<file path="src/rtl/regfile_wb_arbiter.sv">
// Register-file write-back arbiter: picks the load or the ALU result, registers one
// write per cycle, and keeps a busy scoreboard of destinations with pending writes.
module regfile_wb_arbiter #(
    parameter int STARVE_LIMIT = 4
) (
    input  logic        clk,
    input  logic        reset,
    input  logic        alu_valid,
    output logic        alu_ready,
    input  logic [4:0]  alu_rd,
    input  logic [31:0] alu_data,
    input  logic        mem_valid,
    output logic        mem_ready,
    input  logic [4:0]  mem_rd,
    input  logic [31:0] mem_data,
    input  logic        issue_valid,
    input  logic [4:0]  issue_rd,
    output logic        write_enable,
    output logic [4:0]  rd,
    output logic [31:0] write_data,
    output logic [31:0] busy
);

    // Handshake: a source transfers in a cycle where its valid and ready are both
    // high; ready is combinational from the valids and the starvation counter only.

    logic [3:0]  starve_cnt_q, starve_cnt_d;
    logic        we_q, we_d;
    logic [4:0]  rd_q, rd_d;
    logic [31:0] data_q, data_d;
    logic [31:0] busy_q, busy_d;

    logic        force_alu;
    logic        alu_xfer;
    logic        mem_xfer;
    logic [4:0]  sel_rd;
    logic [31:0] sel_data;

    assign force_alu = alu_valid && (starve_cnt_q >= 4'(STARVE_LIMIT));
    assign mem_ready = !force_alu;
    assign alu_ready = force_alu || !mem_valid;
    assign mem_xfer  = mem_valid && mem_ready;
    assign alu_xfer  = alu_valid && alu_ready;

    assign sel_rd    = mem_xfer ? mem_rd   : alu_rd;
    assign sel_data  = mem_xfer ? mem_data : alu_data;

    always_comb begin
        starve_cnt_d = starve_cnt_q;
        if (!alu_valid || alu_xfer) begin
            starve_cnt_d = 4'd0;
        end else if (starve_cnt_q != 4'hF) begin
            starve_cnt_d = starve_cnt_q + 4'd1;
        end
    end

    // Writes to x0 are accepted but dropped; rd/data hold when nothing is written.
    always_comb begin
        we_d   = (mem_xfer || alu_xfer) && (sel_rd != 5'd0);
        rd_d   = rd_q;
        data_d = data_q;
        if (we_d) begin
            rd_d   = sel_rd;
            data_d = sel_data;
        end
    end

    // Clear first so a same-cycle issue to the same register wins.
    always_comb begin
        busy_d = busy_q;
        if (we_q) begin
            busy_d[rd_q] = 1'b0;
        end
        if (issue_valid && (issue_rd != 5'd0)) begin
            busy_d[issue_rd] = 1'b1;
        end
        busy_d[0] = 1'b0;
    end

    always_ff @(posedge clk) begin
        if (reset) begin
            starve_cnt_q <= 4'd0;
            we_q         <= 1'b0;
            rd_q         <= 5'd0;
            data_q       <= 32'd0;
            busy_q       <= 32'd0;
        end else begin
            starve_cnt_q <= starve_cnt_d;
            we_q         <= we_d;
            rd_q         <= rd_d;
            data_q       <= data_d;
            busy_q       <= busy_d;
        end
    end

    assign write_enable = we_q;
    assign rd           = rd_q;
    assign write_data   = data_q;
    assign busy         = busy_q;

endmodule
</file>
<file path="config.mk">
export PLATFORM = sky130hd
export DESIGN_NAME = regfile_wb_arbiter
export DESIGN_NICKNAME = d
export VERILOG_FILES = /design/src/rtl/regfile_wb_arbiter.sv
export SDC_FILE = /design/constraint.sdc
export NUM_CORES = 1
export LEC_CHECK = 0
export ABC_AREA = 1
export CAP_MARGIN = 20
export CORE_MARGIN = 3
export CORE_UTILIZATION = 39
export CTS_CLUSTER_DIAMETER = 30
export DETAILED_ROUTE_END_ITERATION = 16
export GPL_TIMING_DRIVEN = 0
export HOLD_SLACK_MARGIN = 0.05
export PLACE_DENSITY_LB_ADDON = 0.25
export SLEW_MARGIN = 20
export SYNTH_ARGS = -nofsm -noshare
export SYNTH_HDL_FRONTEND = slang
export SYNTH_SLANG_ARGS = --single-unit
export TNS_END_PERCENT = 10
</file>
<file path="constraint.sdc">
create_clock -name clk -period 1.78 [get_ports clk]
set_clock_uncertainty 0.1 [all_clocks]
set_input_delay 0.356 -clock clk [delete_from_list [all_inputs] [get_ports clk]]
set_output_delay 0.356 -clock clk [all_outputs]
set_load 0.02 [all_outputs]
</file>
==> flow_summary.ini <==
[cells_and_area]
n_antenna_cell = 0
n_fill_cell = 759
syn2layout_area_growth_pct = 61.93
stdcell_area_um2 = 5918
nNetsFinal = 815
drive_gt1_share_pct = 14.29

[synthesis]
netlist_instances = 547
mappedNetlistArea_um2 = 3655
yosys_register_bits = 73
synth-seq-area-share_pct = 39.99
ys_types = 27
ys_warn_count = 0
synth.avg_cell_area_um2 = 6.681

[route]
drt-pass1-iter-count = 4
via_per_inst = 4.940
drt_drc_violations_left = 0
initialDrtViolationCount = 192
drt_wl_total_um = 11750
final_antenna_net_count = 0
wire_per_inst_um = 13.93
vias = 4164

[pwr]
ir_worst_vdd_mv = 0.3635
powerDensity_nw_per_um2 = 719.6
leakagePower_nw = 3.320

[setup_path]
critical_path_required_ns = 1.32
worst-setup-path-type = flop to output pin
start_kind = flop
critical-path-slowest-cell = dfxtp_4
cpPeakStageDelay_ns = 0.36
crit_arrival_ns = 1.44
worst_setup_path_end_kind = output pin
path_cells = o21ai_4, nand2_4, buf_8, clkbuf_16, buf_6
path_max_fanout = 6
cpLargestDelayFamily = buffers and inverters
path_buf_inv = 3

[floorplan]
fp.coreArea_um2 = 8891
start_util_pct = 41.11
rows = 34
die_area_um2 = 10570
dieHeight_um = 102.8
die_w_um = 102.8
ios = 156

[outcome]
status = finished with violations
violations = negative setup slack

[timing]
relSlewSlack_pct = 59.20
tightest_slew_ns = 0.6086
finalWorstSetupSlack_ns = -0.1127
rsz0062_at_grt = true
finalCritPeriodShare_pct = 106.3
setup_tns_ns = -1.889
slew_violations = 0
hold_viol = 0
setup-violations-final = 34
post-route-min-period_ns = 1.893
max_freq_mhz = 528.3
worst_hold_slack_ns = 0.3003

[clocking]
clockBufferDepth = 2
cts_num_sinks = 73
clk_latency_ns = 0.35
clk_pin_slew_ns = 0.08
cts_tree = done
htree_levels = 3
cts_made_buffers = 9
cts_root_buf = clkbuf_8
hold_buffers = 0

[run]
max_cap_violations = 0

[hold_path]
hp-class = input pin to flop

[global_route]
grt_use_total_pct = 21.53
antenna_found_initial = 0
grt_overflow = 0
grt_pass1_vias = 3870
grt_pass1_wl_um = 18150
grt_max_degree = 15

[placement]
portBuffers = 153
place_area_um2 = 5325
gp_congestion = 0.8884
hpwl_um = 8509
==> final timing paths <==
check	slack, ns	startpoint	end	cells after the start
min reg2reg	0.38	busy[4]	busy[4]	2
max	-0.11	starve_cnt_q[3]	alu_ready	5
max reg2reg	-0.07	starve_cnt_q[3]	write_data[21]	11
min	0.30	reset	busy[22]	2
==> synthesized netlist by cell type, drive strengths merged <==
master	number	area share (%)
a21oi	37	5.1
buf	15	3.3
clkbuf	14	1.4
clkinv	2	0.21
conb	1	0.10
dfxtp	73	40
ha	1	0.34
inv	53	5.5
nand2	145	15
nand3	84	12
nand3b	2	0.41
nand4	2	0.34
nor2	69	9.1
nor3	12	1.6
o21ai	33	4.7
o21bai	1	0.51
or2	1	0.17
xnor2	2	0.48
==> layout by cell type (no fill, tap or decap), types with 17 or more instances in the layout <==
cell	n
nand3_1	80
clkdlybuf4s50_1	82
dlygate4sd2_1	34
nor2_1	38
buf_4	17
nor2_2	30
dfxtp_1	71
dlymetal6s2s_1	35
inv_1	50
a21oi_1	36
o21ai_0	31
nand2_1	141
==> state kept, by name, summed over array words and instances (netlist names) <==
| signal | flops |
|---|---|
| busy | 31 |
| rd | 5 |
| starve_cnt_q | 4 |
| write_data | 32 |
| write_enable | 1 |
==> routing by layer <==
| layer | vias to the layer above | global-route usage [%] | wire (um) |
|---|---|---|---|
| li1 | 2104 | - | - |
| met1 | 1901 | 27.06 | 4879 |
| met2 | 150 | 36.05 | 5811 |
| met3 | 9 | 6.292 | 938 |
| met4 | 0 | 6.076 | 118 |
| met5 | - | 0 | 0 |
==> what timing repair did <==
action / CTS / global route
pin swaps: 5 / 10
setup buffers: 5 / 9
resized for setup: 67 / 61
setup endpoints to repair: 90 / 75
gates cloned: 0 / 4
==> kinds of logic after synthesis <==
family	count (synthesis)	share of synthesized area, %
other	1	0.1026
and+or+nand+nor	315	38.38
adders and majority gates	1	0.3423
AOI/OAI and AO/OA	71	10.30
buffers and inverters	84	10.41
DFF	73	39.99
xor gates and xnor gates	2	0.4794
==> report_power, final <==
| part | switching (mW) | leakage, nW | internal, mW |
|---|---|---|---|
| Combinational | 0.528 | 2.61 | 0.473 |
| Sequential | 0.0680 | 0.600 | 1.72 |
| Clock | 0.671 | 0.110 | 0.801 |
| Total | 1.27 | 3.32 | 2.99 |
==> cell type report <==
| type | instances | area (um^2) | area share [%] |
|---|---|---|---|
| clock inverter | 7 | 102.6 | 1.734 |
| multi-input combinational | 391 | 1902 | 32.14 |
| buffer | 29 | 237.7 | 4.017 |
| tap | 108 | 135.1 | 2.283 |
| sequential | 73 | 1469 | 24.82 |
| inverter | 55 | 212.7 | 3.594 |
| clock buffer | 9 | 123.9 | 2.093 |
| timing repair buffer | 171 | 1735 | 29.32 |
==> per-stage QoR <==
stage | total power, mW | utilization, % | setup slack, ns | std cells
2_1_floorplan | 2.317 | - | 0.1222 | 548
3_3_place_gp | 2.772 | 59.89 | -0.9265 | 809
3_5_place_dp | 2.786 | 59.89 | -0.9371 | 809
4_1_cts | 4.221 | 63.30 | -0.1471 | 830
5_1_grt | 4.465 | 66.56 | -0.2055 | 843
6_report | 4.259 | 66.56 | -0.1127 | 843
No activity file was read; power rests on OpenSTA's default activity.
